## config.mk

```make
export PLATFORM = sky130hd
export DESIGN_NAME = reg_file_sb
export DESIGN_NICKNAME = d
export VERILOG_FILES = /design/src/rtl/reg_file_sb.sv
export SDC_FILE = /design/constraint.sdc
export NUM_CORES = 1
export LEC_CHECK = 0
export CAP_MARGIN = 0
export CORE_MARGIN = 1
export CORE_UTILIZATION = 55
export DETAILED_ROUTE_END_ITERATION = 10
export GPL_TIMING_DRIVEN = 0
export MAX_ROUTING_LAYER = met4
export PLACE_DENSITY_LB_ADDON = 0.1
export SYNTH_ARGS = -nofsm -noshare
export SYNTH_HDL_FRONTEND = slang
export SYNTH_SLANG_ARGS = --single-unit
```

## constraint.sdc

```tcl
create_clock -name clk -period 5.1 [get_ports clk]
set_input_delay 0.51 -clock clk [delete_from_list [all_inputs] [get_ports clk]]
set_output_delay 0.51 -clock clk [all_outputs]
set_load 0.02 [all_outputs]
```

## src/rtl/reg_file_sb.sv

```systemverilog
// reg_file_sb: parametrised register file with write-through bypass and per-register busy scoreboard.
// Define REGFILE_ZERO_REG_EN to hardwire register 0 to zero and never mark it busy.
module reg_file_sb #(
    parameter int DATA_W = 32,
    parameter int ADDR_W = 4,
    parameter int NUM_RD = 2
) (
    input  logic                       clk,
    input  logic                       rst,
    input  logic [NUM_RD*ADDR_W-1:0]   rd_addr,
    output logic [NUM_RD*DATA_W-1:0]   rd_data,
    output logic [NUM_RD-1:0]          rd_busy,
    input  logic                       wrt_en,
    input  logic [ADDR_W-1:0]          wrt_addr,
    input  logic [DATA_W-1:0]          wrt_data,
    input  logic                       issue_en,
    input  logic [ADDR_W-1:0]          issue_addr,
    output logic [ADDR_W:0]            busy_cnt
);
    localparam int DEPTH = 1 << ADDR_W;
`ifdef REGFILE_ZERO_REG_EN
    localparam bit ZERO_REG = 1'b1;
`else
    localparam bit ZERO_REG = 1'b0;
`endif

    logic [DATA_W-1:0] regs [DEPTH];
    logic [DEPTH-1:0]  busy, busy_nxt;
    logic [ADDR_W:0]   cnt_nxt;
    logic              wr_ok, iss_ok;

    assign wr_ok  = wrt_en && !(ZERO_REG && wrt_addr == '0);
    assign iss_ok = issue_en && !(ZERO_REG && issue_addr == '0);

    // set is applied after clear so a new producer supersedes the completing one
    always_comb begin
        busy_nxt = busy;
        if (wr_ok) busy_nxt[wrt_addr] = 1'b0;
        if (iss_ok) busy_nxt[issue_addr] = 1'b1;
        cnt_nxt = '0;
        for (int i = 0; i < DEPTH; i++) cnt_nxt = cnt_nxt + (ADDR_W+1)'(busy_nxt[i]);
    end

    always_ff @(posedge clk or negedge rst) begin
        if (!rst) begin
            for (int i = 0; i < DEPTH; i++) regs[i] <= '0;
            busy     <= '0;
            busy_cnt <= '0;
        end else begin
            if (wr_ok) regs[wrt_addr] <= wrt_data;
            busy     <= busy_nxt;
            busy_cnt <= cnt_nxt;
        end
    end

    for (genvar g = 0; g < NUM_RD; g++) begin : g_rd
        logic [ADDR_W-1:0] ra;
        logic              byp;
        assign ra  = rd_addr[g*ADDR_W +: ADDR_W];
        assign byp = wr_ok && wrt_addr == ra;
        assign rd_data[g*DATA_W +: DATA_W] = byp ? wrt_data : regs[ra];
        assign rd_busy[g] = busy[ra] & ~byp;
    end
endmodule

```

==> impl_results.md <==
- Status: finished clean
- Syn Inst Count: between 1500 and 2000
- Gr usage total: 36.7%
- Ys flop type: dfrtp_1
- DRC Markers: 0
- Register bit count reported by yosys: 533
- Cell Rows: 83
- Clk slew on worst S/H paths: about 70 ps
- Post-route insts no fill: 2780
- Die width: about 230 um
- Mean Syn Cell Area: 15.5 um^2
- Max IR drop VDD: 0.279 mV
- TritonCTS buffer count: 58
- Post-DR wirelength/cell: 33.1 um
- Dpl cells: 2666
- # H-tree levels: 2
- Crit path top cell by count: fa_1
- Port bufs: between 100 and 150
- Slowest-stage cell, CP: clkbuf_1
- Die area: 0.0535 mm^2
- Worst setup SP type: primary input
- Seq/Total Area, Yosys: between 40% and 50%
- Final clock skew: 5.49 ps
- Worst rel slew slack: 6.24%
- Yosys warns: 0
- Tcrit/Tclk final: a little over nine tenths
- Mapped Area: about 0.029 mm^2
- Tmin final: about 5000 ps
- Ys async rst share: 100%
- Vias in the first global route: 19963
- Finished Cell Area: 0.0332 mm^2
- Remaining global-route overflow: 0
- First-pass GRT wire length: 136000 um
- Fraction of layout cells with a size suffix above 1: ~50%
- Critical Path End Type: flip-flop
- Setup_tns: 0 ps
- Hold_ws: 434 ps
- Total clock sinks: 533
- Crit path kind: primary input to flip-flop
- Count of final hold-check violations: 0
- Antenna violations before repair: 1
- Setup-failing EPs final: 0
- Root Buffer: clkbuf_16
- Detail Route Antenna Nets: 0
- Placed cell area: 0.0310 mm^2
- TritonCTS clock tree: built
- Area of the core: 0.0516 mm^2
- Worst skew pair latency: about 630 ps
- Worst slew pin tran: 1410 ps
- Synthesized Nets: 1935
- Worst EP arrival: 5570 ps
- Initial Util: a little under three fifths
- Hold crit path type: primary input to asynchronous set/reset pin
- Via Count: 19190
- Power Total: 14.6 mW
- First-pass DRT Iterations: 5
- Detailed Route Iter0 Violations: approximately 2000
- Clk buf depth: 3
- Placer Congestion: 0.925
- Io pins: between 100 and 150
- Height of the die: 231 um
- Fillers: ~3800
- DP HPWL: 59800 um
- Drt total wl: 92100 um
- FMAX: roughly 200 MHz
- Area Overhead vs Synth: 14.8%
- Leak Pwr: 13.8 nW
- Cells along the critical path: clkdlybuf4s50_1, clkbuf_4, nand4_1, clkbuf_1, a21o_1, inv_1, fa_1, fa_1, inv_1, fa_1, ha_1, inv_1, fa_1, nor2b_1, o21a_1
- Maxcap violations: 0
- Max-slew violation count: 0
- Max FO, Critical Path: 10
- Crit-path max cell delay: 920 ps
- Netlist cell types: 39
- Via-per-instance ratio: 6.90
- Worst Path Required: 5670 ps
- Post-synth EDFFs: 0
- Power per cell area: 440 mW/mm^2
- Fin nets: around 2100
- Pin count of the biggest net entering global routing: 123
==> flip-flops by register name (all words and copies together) (netlist names) <==
register and count:
busy 16, busy_cnt 5, regs 512
==> metal layers <==
metal	track usage, %	wire length, um	vias to the layer above
met1	49.3	36900	10256
met3	8.26	8260	274
li1	-	-	7642
met5	-	0	-
met4	17.5	4810	0
met2	53.1	42100	1018
==> cell usage after synthesis, types with 8 or more instances <==
| master | count | area share, % |
|---|---|---|
| a22oi_1 | 124 | 3.2 |
| buf_2 | 64 | 1.1 |
| buf_4 | 12 | 0.31 |
| buf_6 | 14 | 0.55 |
| clkbuf_1 | 83 | 1.1 |
| dfrtp_1 | 533 | 46 |
| fa_1 | 10 | 0.69 |
| inv_1 | 24 | 0.31 |
| mux2_2 | 576 | 22 |
| mux4_1 | 12 | 1.1 |
| mux4_2 | 256 | 20 |
| nand2_1 | 71 | 0.92 |
| nor2_1 | 10 | 0.13 |
| nor2b_1 | 8 | 0.17 |
==> path summary, 6_finish.rpt <==
path | cells after the start | slack (ps) | endpoint | start
max in group asynchronous | 4 | 3040 | regs[7] | rst
min in group clk | 1 | 520 | regs[2] | regs[2]
min | 2 | 430 | regs[79] | rst
max reg2reg | 13 | 1150 | busy_cnt[4] | busy[13]
min reg2reg | 1 | 520 | regs[2] | regs[2]
max | 15 | 100 | busy_cnt[4] | wrt_addr[3]
==> cell families after synthesis <==
group	count (synthesis)	share of synthesized area (%)
mux	844	43.5
flops	533	46.1
compound gates	146	3.71
buf+inv	205	3.53
simple gates	115	1.97
fa+ha+maj	15	0.909
xor+xnor	10	0.303
==> critical path, delay by kind of cell <==
family	cells	cell delay, ps
and+or+nand+nor	2	540
AOI/OAI and AO/OA	2	370
adders and majority gates	5	2110
buffers and inverters	6	2000
==> area by class of cell <==
class,instances,area [um^2],share of cell area (%)
Antenna cell,1,2.50,0.00754
Buffer,181,955,2.88
Clock buffer,91,1830,5.51
Clock inverter,15,205,0.618
Inverter,24,90.1,0.271
Multi-Input combinational cell,1130,14600,44.0
Sequential cell,533,13300,40.2
Tap cell,680,851,2.56
Timing Repair Buffer,125,1310,3.96
==> report_power, final <==
| group | switching, mW | leakage, nW | total [mW] | internal (mW) |
|---|---|---|---|---|
| Sequential | 0.715 | 6.52 | 5.96 | 5.25 |
| Clock | 1.79 | 1.00 | 4.48 | 2.69 |
| Combinational | 1.74 | 6.25 | 4.17 | 2.43 |
==> what timing repair did <==
item / CTS / global route
buffers inserted: 0 / 6
hold buffers: 1 / 0
hold endpoints to repair: 68 / 0
pin swaps: 0 / 5
endpoints found under the setup margin: 4 / 4
gates resized for setup: 10 / 7
==> through the flow <==
| stage | utilization, % | worst slack [ps] |
|---|---|---|
| 4_1_cts | 64.2 | 52.6 |
| 6_report | 64.3 | 99.2 |
| 5_1_grt | 64.3 | -9.05 |
| 3_5_place_dp | 60.1 | -1120 |
| 3_3_place_gp | 59.9 | -20030 |
| 2_1_floorplan | - | 410 |
==> layout by cell type, fill, tap and decap left out, drive strengths merged <==
cell	count
a21o	2
a21oi	1
a22o	2
a22oi	124
and2	2
buf	107
bufinv	5
clkbuf	176
clkdlybuf4s50	112
clkinv	8
clkinvlp	2
dfrtp	533
diode	1
dlygate4sd3	1
dlymetal6s2s	1
fa	10
ha	5
inv	24
mux2	576
mux4	268
nand2	71
nand2b	5
nand3	3
nand3b	1
nand4	1
nor2	10
nor2b	8
nor3	6
nor3b	1
nor4	3
o21a	1
o21ai	7
o22ai	7
o32ai	2
or2	1
or3	2
or4	1
xnor2	4
xor2	6
Note: power is estimated with default switching activity, not from simulation.
